===== src/rtl/sel_arb_mux_pkg.sv =====
// rtl/sel_arb_mux_pkg.sv - shared mode encodings and channel-id width helper
package sel_arb_mux_pkg;

    localparam logic MODE_FIXED = 1'b0;
    localparam logic MODE_RR    = 1'b1;

    // Width of a channel-id field; at least one bit even for tiny channel counts.
    function automatic int ch_width(input int n);
        return (n <= 2) ? 1 : $clog2(n);
    endfunction

endpackage


===== src/rtl/sel_arb_mux_rr_arbiter.sv =====
// rtl/sel_arb_mux_rr_arbiter.sv - combinational round-robin arbiter (double-width rotate + priority pick)
module rr_arbiter
    import sel_arb_mux_pkg::*;
#(
    parameter  int NUM_CH = 6,
    localparam int CH_W   = ch_width(NUM_CH)
) (
    input  logic [NUM_CH-1:0] req,
    input  logic [CH_W-1:0]   last_gnt,
    output logic [NUM_CH-1:0] gnt_onehot,
    output logic [CH_W-1:0]   gnt_idx,
    output logic              gnt_any
);

    logic [2*NUM_CH-1:0] dbl;
    logic [NUM_CH-1:0]   rot;
    int                  shamt;
    int                  offs;
    int                  idx;

    // Rotate requests so the channel after last_gnt sits at bit 0, pick the lowest set bit, map back.
    always_comb begin
        dbl        = {req, req};
        shamt      = (int'(last_gnt) + 1) % NUM_CH;
        rot        = '0;
        offs       = 0;
        gnt_onehot = '0;
        for (int i = 0; i < NUM_CH; i++) begin
            rot[i] = dbl[i + shamt];
        end
        for (int i = NUM_CH - 1; i >= 0; i--) begin
            if (rot[i]) begin
                offs = i;
            end
        end
        gnt_any = |rot;
        idx     = (shamt + offs) % NUM_CH;
        gnt_idx = CH_W'(idx);
        for (int i = 0; i < NUM_CH; i++) begin
            gnt_onehot[i] = gnt_any && (i == idx);
        end
    end

endmodule


===== src/rtl/sel_arb_mux.sv =====
// rtl/sel_arb_mux.sv - N-channel selector with fixed/round-robin grant and registered valid/ready output
module sel_arb_mux
    import sel_arb_mux_pkg::*;
#(
    parameter  int NUM_CH = 6,
    parameter  int WIDTH  = 4,
    localparam int CH_W   = ch_width(NUM_CH)
) (
    input  logic                    clk,
    input  logic                    reset,
    input  logic                    rr_mode,
    input  logic [CH_W-1:0]         sel,
    input  logic [NUM_CH-1:0]       in_valid,
    input  logic [NUM_CH*WIDTH-1:0] in_data,
    output logic [NUM_CH-1:0]       in_ready,
    output logic                    out_valid,
    output logic [WIDTH-1:0]        out_data,
    output logic [CH_W-1:0]         out_ch,
    input  logic                    out_ready
);

    logic [CH_W-1:0]   last_gnt;
    logic [NUM_CH-1:0] arb_onehot;
    logic [CH_W-1:0]   arb_idx;
    logic              arb_any;
    logic              load;
    logic              fx_hit;
    logic              gnt_any;
    logic [CH_W-1:0]   gnt_idx;
    logic [WIDTH-1:0]  gnt_data;

    rr_arbiter #(.NUM_CH(NUM_CH)) u_rr_arbiter (
        .req        (in_valid),
        .last_gnt   (last_gnt),
        .gnt_onehot (arb_onehot),
        .gnt_idx    (arb_idx),
        .gnt_any    (arb_any)
    );

    // Grant selection: output register must be free, then FIXED or RR picks the channel.
    always_comb begin
        load     = !out_valid || out_ready;
        fx_hit   = 1'b0;
        gnt_data = '0;
        in_ready = '0;
        // Compare sel against each legal id so an out-of-range sel simply never matches.
        for (int i = 0; i < NUM_CH; i++) begin
            if (sel == CH_W'(i) && in_valid[i]) begin
                fx_hit = 1'b1;
            end
        end
        gnt_idx = (rr_mode == MODE_RR) ? arb_idx : sel;
        gnt_any = !reset && load && ((rr_mode == MODE_RR) ? arb_any : fx_hit);
        for (int i = 0; i < NUM_CH; i++) begin
            if (gnt_idx == CH_W'(i)) begin
                gnt_data    = in_data[i*WIDTH +: WIDTH];
                in_ready[i] = gnt_any;
            end
        end
    end

    // Output register and round-robin pointer; pointer only moves on an RR transfer.
    always_ff @(posedge clk) begin
        if (reset) begin
            out_valid <= 1'b0;
            out_data  <= '0;
            out_ch    <= '0;
            last_gnt  <= CH_W'(NUM_CH - 1);
        end else if (load) begin
            out_valid <= gnt_any;
            if (gnt_any) begin
                out_data <= gnt_data;
                out_ch   <= gnt_idx;
                if (rr_mode == MODE_RR) begin
                    last_gnt <= gnt_idx;
                end
            end
        end
    end

endmodule


===== config.mk =====
export PLATFORM = sky130hd
export DESIGN_NAME = sel_arb_mux
export DESIGN_NICKNAME = d
export VERILOG_FILES = /design/src/rtl/sel_arb_mux_pkg.sv /design/src/rtl/sel_arb_mux_rr_arbiter.sv /design/src/rtl/sel_arb_mux.sv
export SDC_FILE = /design/constraint.sdc
export NUM_CORES = 1
export LEC_CHECK = 0
export ABC_AREA = 1
export CAP_MARGIN = 10
export CORE_ASPECT_RATIO = 1.2
export CORE_MARGIN = 2
export CORE_UTILIZATION = 58
export CTS_CLUSTER_DIAMETER = 120
export DETAILED_ROUTE_END_ITERATION = 7
export GPL_TIMING_DRIVEN = 0
export PLACE_DENSITY = 0.95
export SYNTH_ARGS = -nofsm -noshare
export SYNTH_HDL_FRONTEND = slang
export SYNTH_SLANG_ARGS = --single-unit
export TNS_END_PERCENT = 100

===== constraint.sdc =====
create_clock -name clk -period 13.1 [get_ports clk]
set_input_delay 2.62 -clock clk [delete_from_list [all_inputs] [get_ports clk]]
set_output_delay 2.62 -clock clk [all_outputs]
set_load 0.005 [all_outputs]

==> metrics.txt <==
status=completed; Peak Freq=88.8 MHz; HP Class=reg -> reg; Via density=5.50; hold path startpoint=out_ch[0]; RSZ-0062 raised after global routing=no; DR DRC count=0; wire length on met2=3.58 mm; Crit path top cell by count=nand2_1; EDFF count, synth=0; clock transition at the registers of the reported paths=50 ps; share of layout cells above drive strength 1=0.136; worst-case clock skew=1.43 ps; DR iter-0 viols=178; setup tns final=0 ps; Setup crit start=in_valid[2]; vias=3,137; CTS tree=done; die area=4980 um^2; max-slew violation count=0; CTS H-Tree Depth=1; largest net degree at the start of global routing=11; highest metal used=met4; first-pass GRT wire length=12.0 mm; GR Overflow Total=0; Critical Path Max Stage Delay=550 ps; Placement Rows=26; critical path required time=10,480 ps; net count after synthesis=511; Syn-to-layout area delta=23.6%; Setup Fix Bufs, Post-CTS=0; minimum clock period=11,260 ps; Post-synth top flop=dfxtp_1; Syn Inst Count=461; die width=64.8 um; ANT cells=0; # hold bufs at CTS=0; Post-CTS Resized=0; routability congestion estimate from global placement=0.913; Overall Global Routing Usage=0.282; core area=4260 um^2; IO Port Bufs=49; HPWL after detailed placement=5.70 mm; Starting Density=0.603; slowest library cell on the worst path=fa_1; critical-path maximum fanout=10; Seq/Total Area, Yosys=0.0857; 1st-pass router iterations=5; wire per inst=11.8 um; final worst-path cycle share=0.860; Nets=565; DR WL met3=416 um; Crit. End Element=output port; Distinct cells, synth=39; RR Startpoint=last_gnt[0]; vias in the first global route=3,078; FFs w/ async S/R, synth=0; Clk Tree Root Cell=clkbuf_8; clk sink count=11; Mapped Area=2570 um^2; Clock Path Buffers=2; fillers=349; Slew HR=0.669; Synth warnings=0; Avg Inst Size Synth=5.57 um^2; Worst EP arrival=8640 ps; hold slack=462 ps; final setup fails=0; Synth Register Bits=11; metal1 wirelength=2.66 mm; Worst-Margin Slew=493 ps; total clock buffers created by CTS=3; Post-DRT Antenna Nets=0; initial antenna violation count=0; final core occ=0.745; io pins=51; final hold vios=0; critical path class=in -> out; DRT Wirelength=6.75 mm; Max Cap Viol=0; Worst Setup Start Kind=primary input; Die H=76.9 um; worst skew pair latency=230 ps
[final timing paths]
check                                    to  slack, ps  depth (start not counted)
worst min register to register    out_ch[0]        460                          2
worst min-delay path              out_ch[0]        460                          2
worst max-delay path            in_ready[1]       1840                         44
worst max register to register  out_data[2]       5600                         58
[kinds of logic after synthesis]
group | count (synthesis) | synth area share
adders and majority gates | 13 | 0.0662
and+or+nand+nor | 307 | 0.598
xor gates and xnor gates | 3 | 0.0132
DFF | 11 | 0.0857
buffers and inverters | 84 | 0.128
AOI/OAI and AO/OA | 43 | 0.109
[placed cells by master (no fill, tap or decap), types with 3 or more instances in the layout]
cell type	n
a21oi_1	11
clkbuf_8	3
clkdlybuf4s50_1	49
dfxtp_1	11
ha_1	12
inv_1	68
inv_2	8
nand2_1	150
nand2_2	11
nand2_4	8
nand3_1	64
nand3_2	14
nand3b_1	3
nand4_1	11
nor2_1	28
nor2_2	4
nor2_4	3
nor3_1	4
o211ai_1	5
o21ai_0	13
o21ai_1	3
o21ai_2	3
[registers in the layout (all words and copies together), names as in the netlist]
register   cells
out_ch         3
out_valid      1
last_gnt       3
out_data       4
[metrics by stage]
step | instance area (um^2) | worst slack [ps] | cells
final | 3180 | 1840 | 570
after global routing | 3180 | 1290 | 570
after CTS | 3180 | 1880 | 570
after detailed placement | 3130 | 1900 | 566
after global placement | 3130 | 2150 | 566
after floorplan | 2570 | 3660 | 461
[worst max-delay path: cells and delay by family]
| family | cells | cell delay [ps] |
|---|---|---|
| AO/OA/AOI/OAI | 4 | 670 |
| buffers and inverters | 9 | 1530 |
| adder cells (fa/ha/maj) | 4 | 1070 |
| AND/OR/NAND/NOR | 27 | 2720 |
[synth_stat cells (2+ instances only)]
library cell  number  share of area
nor2_2             4         0.0097
a21oi_2            2         0.0068
nand3_2           14          0.055
nand3_4            2          0.014
nor2_4             3          0.013
nand2_1          150           0.22
nand2_2           11          0.027
nor3_1             4         0.0078
o211ai_1           5          0.015
a21oi_1           11          0.021
o21ai_2            3          0.010
a21o_1             2         0.0058
nor2_1            28          0.041
inv_4              2         0.0049
nand4_2            2         0.0097
or2_2              2         0.0049
o21ai_0           13          0.025
nand3b_1           3         0.0088
ha_1              12          0.058
nand3_1           64           0.12
dfxtp_1           11          0.086
inv_2              8          0.012
nand4_1           11          0.027
o21ai_1            3         0.0058
xor2_1             2         0.0068
inv_1             68          0.099
clkbuf_1           2         0.0029
nand2_4            8          0.035
[metal layers]
layer	GRT usage	vias to the layer above
li1	-	1590
met3	0.0499	12
met2	0.555	123
met1	0.289	1412
met5	0	-
met4	0.0936	0
[final cells by class]
cell class                 instances  area, um^2  area share
sequential                        11         220      0.0693
clock inverter                     1        5.00     0.00158
multi-input combinational        366        2020       0.636
tap                               56        70.1      0.0221
inverter                          79         302      0.0950
timing repair buffer              49         490       0.154
buffer                             5        27.5     0.00867
clock buffer                       3        41.3      0.0130
Power is not shown: default switching activity piles up to over one toggle a cycle in this logic, so the estimate is an artifact.
